===== src/rtl/bcd_pkg.sv =====
// Shared BCD definitions for the digit receiver and the downstream prime stage.
package bcd_pkg;

  typedef enum logic [1:0] {
    IDLE  = 2'd0,
    SHIFT = 2'd1,
    HOLD  = 2'd2
  } state_t;

  localparam int unsigned      BCD_W   = 4;
  localparam logic [BCD_W-1:0] BCD_MAX = 4'd9;

  // True when the code is a legal decimal digit.
  function automatic logic is_bcd(input logic [BCD_W-1:0] v);
    return (v <= BCD_MAX);
  endfunction

endpackage


===== src/rtl/bcd_serial_digit_rx_if.sv =====
// Serial input, digit output handshake and error reporting of the BCD receiver.
interface bcd_serial_digit_rx_if
  import bcd_pkg::*;
#(
  parameter int unsigned ERR_W = 8
);

  logic             ser_valid;
  logic             ser_sof;
  logic             ser_bit;
  logic             ser_ready;
  logic [BCD_W-1:0] dout;
  logic             dout_valid;
  logic             dout_ready;
  logic             err_code;
  logic             err_frame;
  logic             err_timeout;
  logic [ERR_W-1:0] err_cnt;

  // Upstream bit source / downstream consumer side.
  modport master (
    output ser_valid, ser_sof, ser_bit, dout_ready,
    input  ser_ready, dout, dout_valid, err_code, err_frame, err_timeout, err_cnt
  );

  // Receiver side.
  modport slave (
    input  ser_valid, ser_sof, ser_bit, dout_ready,
    output ser_ready, dout, dout_valid, err_code, err_frame, err_timeout, err_cnt
  );

endinterface


===== src/rtl/sat_counter.sv =====
// Saturating event counter; holds at all-ones instead of wrapping.
module sat_counter #(
  parameter int unsigned W = 8
) (
  input  logic         clk,
  input  logic         rst_n,
  input  logic         inc,
  output logic [W-1:0] cnt
);

  // Count one per cycle with inc asserted, stopping at the maximum value.
  always_ff @(posedge clk) begin
    if (!rst_n) begin
      cnt <= '0;
    end else if (inc && (cnt != '1)) begin
      cnt <= cnt + W'(1);
    end
  end

endmodule


===== src/rtl/bcd_serial_digit_rx.sv =====
// Assembles 4-bit BCD digits from a serial stream, filters codes 10..15,
// aborts stalled frames and presents each digit under valid/ready.
module bcd_serial_digit_rx
  import bcd_pkg::*;
#(
  parameter bit          MSB_FIRST = 1'b1,
  parameter int unsigned TIMEOUT   = 8,
  parameter int unsigned ERR_W     = 8
) (
  input  logic                  clk,
  input  logic                  rst_n,
  bcd_serial_digit_rx_if.slave  bus
);

  // Timer value at which the next idle cycle completes the timeout.
  localparam logic [7:0] TMO_LAST = 8'(TIMEOUT - 1);

  state_t           state, state_n;
  logic [2:0]       sr, sr_n;         // first three bits of the frame
  logic [2:0]       cnt, cnt_n;       // bits accepted so far in the frame
  logic [7:0]       timer, timer_n;   // idle cycles since last accepted bit
  logic [BCD_W-1:0] dout_q, dout_n;
  logic             dv_q, dv_n;
  logic             ec_q, ec_n;
  logic             ef_q, ef_n;
  logic             et_q, et_n;
  logic             err_any_n;
  logic             ready;
  logic             accept;
  logic [2:0]       sr_shift;
  logic [2:0]       sr_first;
  logic [BCD_W-1:0] assembled;
  logic [ERR_W-1:0] err_cnt;

  assign ready  = (state != HOLD);
  assign accept = bus.ser_valid & ready;

  // Only three bits are stored: the fourth is merged with them combinationally
  // on its arrival, so the digit is checked and registered in the same cycle.
  // A frame start is a shift into an all-zero register.
  always_comb begin
    if (MSB_FIRST) begin
      sr_shift  = {sr[1:0], bus.ser_bit};
      sr_first  = {2'b00, bus.ser_bit};
      assembled = {sr, bus.ser_bit};
    end else begin
      sr_shift  = {bus.ser_bit, sr[2:1]};
      sr_first  = {bus.ser_bit, 2'b00};
      assembled = {bus.ser_bit, sr};
    end
  end

  // Next-state, datapath and error-pulse decisions.
  always_comb begin
    state_n = state;
    sr_n    = sr;
    cnt_n   = cnt;
    timer_n = timer;
    dout_n  = dout_q;
    dv_n    = dv_q;
    ec_n    = 1'b0;
    ef_n    = 1'b0;
    et_n    = 1'b0;
    unique case (state)
      IDLE: begin
        if (accept && bus.ser_sof) begin
          sr_n    = sr_first;
          cnt_n   = 3'd1;
          timer_n = '0;
          state_n = SHIFT;
        end
      end
      SHIFT: begin
        if (accept) begin
          timer_n = '0;
          if (bus.ser_sof) begin
            ef_n  = 1'b1;
            sr_n  = sr_first;
            cnt_n = 3'd1;
          end else if (cnt == 3'd3) begin
            cnt_n = '0;
            sr_n  = '0;
            if (is_bcd(assembled)) begin
              dout_n  = assembled;
              dv_n    = 1'b1;
              state_n = HOLD;
            end else begin
              ec_n    = 1'b1;
              state_n = IDLE;
            end
          end else begin
            sr_n  = sr_shift;
            cnt_n = cnt + 3'd1;
          end
        end else if (timer == TMO_LAST) begin
          et_n    = 1'b1;
          sr_n    = '0;
          cnt_n   = '0;
          timer_n = '0;
          state_n = IDLE;
        end else begin
          timer_n = timer + 8'd1;
        end
      end
      HOLD: begin
        if (bus.dout_ready) begin
          dv_n    = 1'b0;
          state_n = IDLE;
        end
      end
      default: begin
        state_n = IDLE;
      end
    endcase
  end

  assign err_any_n = ec_n | ef_n | et_n;

  // State and output registers; reset discards any partial frame.
  always_ff @(posedge clk) begin
    if (!rst_n) begin
      state  <= IDLE;
      sr     <= '0;
      cnt    <= '0;
      timer  <= '0;
      dout_q <= '0;
      dv_q   <= 1'b0;
      ec_q   <= 1'b0;
      ef_q   <= 1'b0;
      et_q   <= 1'b0;
    end else begin
      state  <= state_n;
      sr     <= sr_n;
      cnt    <= cnt_n;
      timer  <= timer_n;
      dout_q <= dout_n;
      dv_q   <= dv_n;
      ec_q   <= ec_n;
      ef_q   <= ef_n;
      et_q   <= et_n;
    end
  end

  // Counter steps on the same edge that raises the error pulse, so the
  // new count is visible alongside the pulse.
  sat_counter #(
    .W (ERR_W)
  ) u_err_cnt (
    .clk   (clk),
    .rst_n (rst_n),
    .inc   (err_any_n),
    .cnt   (err_cnt)
  );

  assign bus.ser_ready   = ready;
  assign bus.dout        = dout_q;
  assign bus.dout_valid  = dv_q;
  assign bus.err_code    = ec_q;
  assign bus.err_frame   = ef_q;
  assign bus.err_timeout = et_q;
  assign bus.err_cnt     = err_cnt;

endmodule


===== src/flat_wrapper.sv =====
// flat-port wrapper written by rule: the top's interface ports become plain ports
module bcd_serial_digit_rx_flat import bcd_pkg::*;
#(
  parameter bit          MSB_FIRST = 1'b1,
  parameter int unsigned TIMEOUT   = 8,
  parameter int unsigned ERR_W     = 8
)
  (clk, rst_n, bus_ser_valid, bus_ser_sof, bus_ser_bit, bus_dout_ready, bus_ser_ready, bus_dout, bus_dout_valid, bus_err_code, bus_err_frame, bus_err_timeout, bus_err_cnt);
  bcd_serial_digit_rx_if #(.ERR_W(ERR_W)) bus_i ();
  input  logic clk;
  input  logic rst_n;
  input wire logic [$bits(bus_i.ser_valid)-1:0] bus_ser_valid;
  input wire logic [$bits(bus_i.ser_sof)-1:0] bus_ser_sof;
  input wire logic [$bits(bus_i.ser_bit)-1:0] bus_ser_bit;
  input wire logic [$bits(bus_i.dout_ready)-1:0] bus_dout_ready;
  output wire logic [$bits(bus_i.ser_ready)-1:0] bus_ser_ready;
  output wire logic [$bits(bus_i.dout)-1:0] bus_dout;
  output wire logic [$bits(bus_i.dout_valid)-1:0] bus_dout_valid;
  output wire logic [$bits(bus_i.err_code)-1:0] bus_err_code;
  output wire logic [$bits(bus_i.err_frame)-1:0] bus_err_frame;
  output wire logic [$bits(bus_i.err_timeout)-1:0] bus_err_timeout;
  output wire logic [$bits(bus_i.err_cnt)-1:0] bus_err_cnt;
  assign bus_i.ser_valid = bus_ser_valid;
  assign bus_i.ser_sof = bus_ser_sof;
  assign bus_i.ser_bit = bus_ser_bit;
  assign bus_i.dout_ready = bus_dout_ready;
  assign bus_ser_ready = bus_i.ser_ready;
  assign bus_dout = bus_i.dout;
  assign bus_dout_valid = bus_i.dout_valid;
  assign bus_err_code = bus_i.err_code;
  assign bus_err_frame = bus_i.err_frame;
  assign bus_err_timeout = bus_i.err_timeout;
  assign bus_err_cnt = bus_i.err_cnt;
  bcd_serial_digit_rx #(.MSB_FIRST(MSB_FIRST), .TIMEOUT(TIMEOUT), .ERR_W(ERR_W)) u_core (.clk(clk), .rst_n(rst_n), .bus(bus_i));
endmodule

===== config.mk =====
export PLATFORM = sky130hd
export DESIGN_NAME = bcd_serial_digit_rx_flat
export DESIGN_NICKNAME = d
export VERILOG_FILES = /design/src/rtl/bcd_pkg.sv /design/src/rtl/bcd_serial_digit_rx_if.sv /design/src/rtl/sat_counter.sv /design/src/rtl/bcd_serial_digit_rx.sv /design/src/flat_wrapper.sv
export SDC_FILE = /design/constraint.sdc
export NUM_CORES = 1
export LEC_CHECK = 0
export CORE_MARGIN = 2
export CORE_UTILIZATION = 40
export CTS_CLUSTER_SIZE = 12
export DETAILED_ROUTE_END_ITERATION = 7
export GPL_TIMING_DRIVEN = 0
export HOLD_SLACK_MARGIN = 0.12
export MAX_ROUTING_LAYER = met4
export PLACE_DENSITY = 0.69
export RECOVER_POWER = 50
export SLEW_MARGIN = 15
export SYNTH_ARGS = -nofsm -noshare
export SYNTH_HDL_FRONTEND = slang
export SYNTH_HIERARCHICAL = 1
export SYNTH_SLANG_ARGS = --single-unit
export TNS_END_PERCENT = 100

===== constraint.sdc =====
create_clock -name clk -period 2.8 [get_ports clk]
set_input_delay 0.7 -clock clk [delete_from_list [all_inputs] [get_ports clk]]
set_output_delay 0.7 -clock clk [all_outputs]
set_load 0.03 [all_outputs]

Word-level counts from Yosys, hierarchy flattened

Cells that the tools add are included.

Eq/ne operators: 15
Magnitude comparators: 1
Reductions and logical operators: 10
Mux-type cells: 40
Add/sub/neg operators: 3
Bitwise gates (word level): 4

Operators by type and width:

| operator                                               | number |
|---|---|
| two-way mux 3 bit                                      | 9 |
| two-way mux 8 bit                                      | 3 |
| adder 8 x 1 -> 8 bit (second input constant)           | 2 |
| two-way mux 1 bit                                      | 16 |
| case mux 8 bit (2 select lines)                        | 1 |
| two-way mux 2 bit                                      | 7 |
| case mux 3 bit (2 select lines)                        | 2 |
| AND reduction 5 bit                                    | 2 |
| == test 8 x 3 -> 1 bit (second input constant)         | 1 |
| != test 2 x 1 -> 1 bit (second input constant)         | 4 |
| != test 8 bit (second input constant)                  | 1 |
| != test 2 bit (second input constant)                  | 3 |
| != test 3 bit (second input constant)                  | 2 |
| case mux 2 bit (3 select lines)                        | 1 |
| AND reduction 6 bit                                    | 1 |
| less-or-equal comparator 4 bit (second input constant) | 1 |
| nonzero test 2 bit                                     | 2 |
| adder 3 x 1 -> 3 bit (second input constant)           | 1 |
| == test 3 x 2 -> 1 bit (second input constant)         | 1 |
| != test 3 x 1 -> 1 bit (second input constant)         | 1 |
| AND reduction 3 bit                                    | 1 |
| == test 2 x 1 -> 1 bit (second input constant)         | 1 |
| == test 2 bit (second input constant)                  | 1 |
| logical AND 1 bit                                      | 2 |
| other kinds (6)                                        | 7 |

Output and inout bits: 17
Bits in registers: 32
Input bits: 6
Logic and storage cells: 83

Longest topological paths before layout

Word-level depth: 9
Mapped depth: 7

Cells and area by module

Netlist, hierarchy kept.

By module, submodules not included:

| module              | sequential area each (um^2) | cells an instance | times used | area each (um^2) |
|---|---|---|---|---|
| bcd_serial_digit_rx | 480.5                       | 119               | 1          | 1,123.6 |
| sat_counter         | 160.2                       | 47                | 1          | 404.1 |

Worst setup path after synthesis

No wires, ideal clock.

Path kind: input -> register
Start point: input port bus_ser_valid
End point: register u_core.u_err_cnt.cnt[6]
Slack: 461 ps
Cell stages on the path: 7
Path buffers: 1
Arrival time: 2,223 ps
Cells stage by stage: buf_4 -> and4bb_2 -> nand3b_1 -> a31oi_1 -> nand3_1 -> or4_1 -> and3_1

Word-level cells in the longest chain between the ends: 6
Elaborated cells on any way between the ends: 10
Those cells by class: mux (6); bitwise (3); reduce/logical (1)

RTL lines:

| element               | RTL line                   | text |
|---|---|---|
| start, declared       | flat_wrapper.sv:12         | `input wire logic [$bits(bus_i.ser_valid)-1:0] bus_ser_valid;` |
| bitwise AND 1 bit (*) | bcd_serial_digit_rx.sv:36  | `assign accept = bus.ser_valid & ready;` |
| two-way mux 1 bit     | bcd_serial_digit_rx.sv:74  | `if (accept) begin` |
| two-way mux 1 bit     | bcd_serial_digit_rx.sv:64  | `unique case (state)` |
| OR 1 bit              | bcd_serial_digit_rx.sv:117 | `assign err_any_n = ec_n \| ef_n \| et_n;` |
| OR 1 bit (*)          | bcd_serial_digit_rx.sv:117 |  |
| net u_core.err_any_n  | bcd_serial_digit_rx.sv:27  | `logic err_any_n;` |
| logical AND 1 bit (*) | sat_counter.sv:15          | `end else if (inc && (cnt != '1)) begin` |
| end signal, assigned  | sat_counter.sv:16          | `cnt <= cnt + W'(1);` |
| end, declared         | sat_counter.sv:8           | `output logic [W-1:0] cnt` |

The timed path passes the listed nets; every way through them passes the cells marked *.
A chain may end at the register's enable or synchronous reset.

Worst setup path after layout

Start point: input port bus_ser_sof
End point: register u_core.u_err_cnt.cnt[6]

Word-level cells in the longest chain between the ends: 6
Elaborated cells on any way between the ends: 9
Those cells by class: mux (6); bitwise (2); reduce/logical (1)

RTL lines:

| element                    | RTL line                   | text |
|---|---|---|
| start, declared            | flat_wrapper.sv:13         | `input wire logic [$bits(bus_i.ser_sof)-1:0] bus_ser_sof;` |
| two-way mux 1 bit          | bcd_serial_digit_rx.sv:76  | `if (bus.ser_sof) begin` |
| two-way mux 1 bit          | bcd_serial_digit_rx.sv:74  |  |
| two-way mux 1 bit          | bcd_serial_digit_rx.sv:64  |  |
| OR 1 bit (*) (2 in series) | bcd_serial_digit_rx.sv:117 |  |
| net u_core.err_any_n       | bcd_serial_digit_rx.sv:27  |  |
| logical AND 1 bit (*)      | sat_counter.sv:15          |  |

Marked as above.

==> run summary <==
In this run, distinct cell masters in the synthesized netlist total 47. In this run the tightest slew margin relative to its limit is 64.4%. TritonCTS built the clock tree. The synthesized netlist cell count is 166, and the setup skew after layout is 6.63 ps. Post-route fraction of the period consumed by the critical path: 94.6%. The number of instances resized during post-cts repair is 1, and the fraction of layout cells with a size suffix above 1 is 10.8%. The net count of the finished layout was 203; the area fraction of the dominant cell type after synthesis was 41.9%. The final hold violation count was 0. The critical path launch point type was an input port. The tools report the filler cell count in the final layout as 324.

The average wire per standard cell was 12.6 µm; the post-synthesis adder-cell area fraction was 2.46%. Buffers inserted during clock tree synthesis total 5. For the post-synth design cell area, the log shows 1530 µm².

The cell taking the most area after synthesis is sky130_fd_sc_hd__dfxtp_1. At the end of routability-driven placement, the weighted congestion stood at 0.869. A synthesized cell averages 9.20 µm².

The run gives 0 as the number of setup violations in the final report. Dividing total power by cell area gives a power density of 472 nW/µm². Worst IR drop on VDD: 0.312 mV. The initial antenna violation count was 0; the post-CTS clock slew at the launch and capture registers of the worst setup and hold paths was 70 ps.

The die is 65.8 µm tall. The H-tree was split into 2 levels. Summing the areas of all compound-gate instances in the mapped netlist gives 16.1% of the synthesized area. The tools report the kind of end point of the critical path as a register. The critical path is of the input port to register type. The tools report the number of standard cells in the final layout excluding fillers as 243. The routed layout has 1277 vias. For this block, the initial DRC count from the detailed router was 80.

Counting every net in the synthesized netlist gives 175. In the final layout, the multi-input gates occupy 841 µm². Global routing used 16.3% of the available tracks across all layers. The pre-antenna-repair detailed-routing pass consisted of 4 iterations. Ranked by total cell area, the synthesized netlist is headed by sky130_fd_sc_hd__dfxtp_1, sky130_fd_sc_hd__mux2i_1, sky130_fd_sc_hd__nand2_1, sky130_fd_sc_hd__xnor2_1, sky130_fd_sc_hd__nor2b_1.

By area, the combinational part of the netlist is dominated by simple AND/OR/NAND/NOR gates. In this run the worst path has a maximum fanout of 6. The clock latency on the worst-skew pair is 280 ps, and the final antenna diode count is 0. Entering global routing, the biggest net connects 12 pins. CTS saw 32 sinks. Setup repair after global routing left no endpoint under its margin. The logs give 41.7% for the initial standard-cell utilization of the core and 22 for the row count. At the pin with the least slew margin, the transition time is 531 ps. The number of setup buffers added after CTS was 0; the count of boundary I/O pins was 23. The completed layout was analyzed and its total power is 0.000889 W. The routed wire length is 3050 µm. The yosys synthesis warning count was 6. In this run the horizontal extent of the chip is 65.8 µm.

The number of cells in the design after placement is 235, and the static leakage is 0.713 nW. After synthesis, flip-flops and latches occupy 41.9% of the total area. The share of synthesized cell area in and, or, nand and nor gates came out at 28.2%. The minimum period implied by the final worst setup slack came out at 2650 ps. The top cell types in the final layout, fill and taps aside, are sky130_fd_sc_hd__dfxtp_1, sky130_fd_sc_hd__nand2_1, sky130_fd_sc_hd__clkdlybuf4s50_1. The tree is rooted in a sky130_fd_sc_hd__clkbuf_8. STA puts the critical path data arrival time at 2830 ps. The run finished with clean final reports. The run gives 641 µm² as the sequential standard cell area. The die covers 4330 µm².

For the count of final max-slew check failures, the log shows 0. Max-cap violations in this run came to 0. The post-detailed-route DRC marker count is 0, and the register bit total from synthesis is 32. The synthesized netlist devotes 3.44% of its cell area to XOR and XNOR gates. The number of global-route vias before repair was 1251; the worst-case clock buffer depth was 2. The aggregate global routing overflow was 0. The logs give 2270 µm for the placed wire-length estimate after detailed placement and 3660 µm² for the core footprint. The min-delay analysis places its worst path in the category register to register. In this run, post-CTS hold repair placed 0 buffers.

Once detail routing completed, the nets flagged for antenna violations numbered 0. The first global-routing pass estimated 5260 µm of wire. Mux share of post-synthesis cell area: 5.24%. Timing would allow up to 377 MHz. The share of flip-flops with an asynchronous set or reset is 0%. The prevailing post-synth register cell is sky130_fd_sc_hd__dfxtp_1. The number of enable flip-flop cells after synthesis is 0, and the required time of the worst setup path is 2980 ps. The library cell used most frequently in the layout, excluding fill and tap cells, is sky130_fd_sc_hd__dfxtp_1. Port buffering added 21 buffers. Relative to the synthesized area, the layout overhead comes to 23.3%. In the routed layout, each cell is associated on average with a via count of 5.26.
## synthesized netlist by cell type, drive strengths merged (5+ instances only)
cell,count
a21oi,9
dfxtp,32
inv,5
mux2i,8
nand2,17
nand3,6
nor2,12
nor2b,7
nor3,6
o21ai,8
xnor2,6
## worst paths after layout
kind / from / endpoint / slack [ps] / depth (start not counted)
max: bus_ser_sof / u_core/u_err_cnt/cnt[6]$_SDFFE_PN0P_ / 150 / 7
min reg2reg: u_core/bus.dout_valid$_SDFFE_PN0P_ / u_core/bus.dout_valid$_SDFFE_PN0P_ / 460 / 2
max reg2reg: u_core/timer[0]$_SDFFE_PN0P_ / u_core/u_err_cnt/cnt[6]$_SDFFE_PN0P_ / 560 / 7
min: u_core/bus.dout_valid$_SDFFE_PN0P_ / u_core/bus.dout_valid$_SDFFE_PN0P_ / 460 / 2
## cells by family after synthesis
logic type	count (synthesis)
DFF	32
buffers and inverters	9
and+or+nand+nor	75
AOI/OAI and AO/OA	33
adders and majority gates	3
xor gates and xnor gates	6
muxes	8
## worst max-delay path, stage by stage
cell	delay, ps
sky130_fd_sc_hd__clkdlybuf4s50_1	510
sky130_fd_sc_hd__and4bb_2	390
sky130_fd_sc_hd__nand3b_1	130
sky130_fd_sc_hd__a31oi_2	330
sky130_fd_sc_hd__nand3_1	170
sky130_fd_sc_hd__or4_1	410
sky130_fd_sc_hd__and3_1	180
## metrics by stage
step	setup slack [ps]	utilization, %	TNS, ps	hold slack, ps	cell area [µm²]
5_1_grt	49.9	51.4	0	491	1880
3_5_place_dp	-295	49.1	-504	463	1800
3_3_place_gp	-241	49.1	-384	436	1800
2_1_floorplan	461	-	0	441	1530
4_1_cts	127	51.8	0	473	1900
6_report	150	51.4	0	464	1880
## state kept, by name (all words and copies together) (netlist names)
name,flops
u_core/sr,3
u_core/timer,8
u_core/bus.err_code,1
u_core/bus.err_timeout,1
u_core/bus.dout,4
u_core/u_err_cnt/cnt,8
u_core/bus.err_frame,1
u_core/bus.dout_valid,1
u_core/state,2
u_core/cnt,3
## metal layers
metal	global-route usage (%)	vias up	wire, µm
met2	25.8	18	1470
met4	9.38	0	50
met1	18.9	596	1420
met3	4.09	5	109
met5	-	-	0
li1	-	658	-
## layout make-up
| type | count | area share [%] |
|---|---|---|
| multi-input combinational | 125 | 44.7 |
| sequential | 32 | 34.0 |
| timing repair buffer | 21 | 11.2 |
| clock inverter | 2 | 0.532 |
| buffer | 4 | 1.06 |
| clock buffer | 6 | 4.39 |
| tap | 48 | 3.19 |
| inverter | 5 | 0.997 |
## power by group
group | switching, W | leakage, nW | internal (W)
clock network | 0.000163 | 0.0510 | 0.000196
registers | 0.00000665 | 0.259 | 0.000462
logic | 0.0000360 | 0.403 | 0.0000255
No activity file was read; power rests on OpenSTA's default activity.
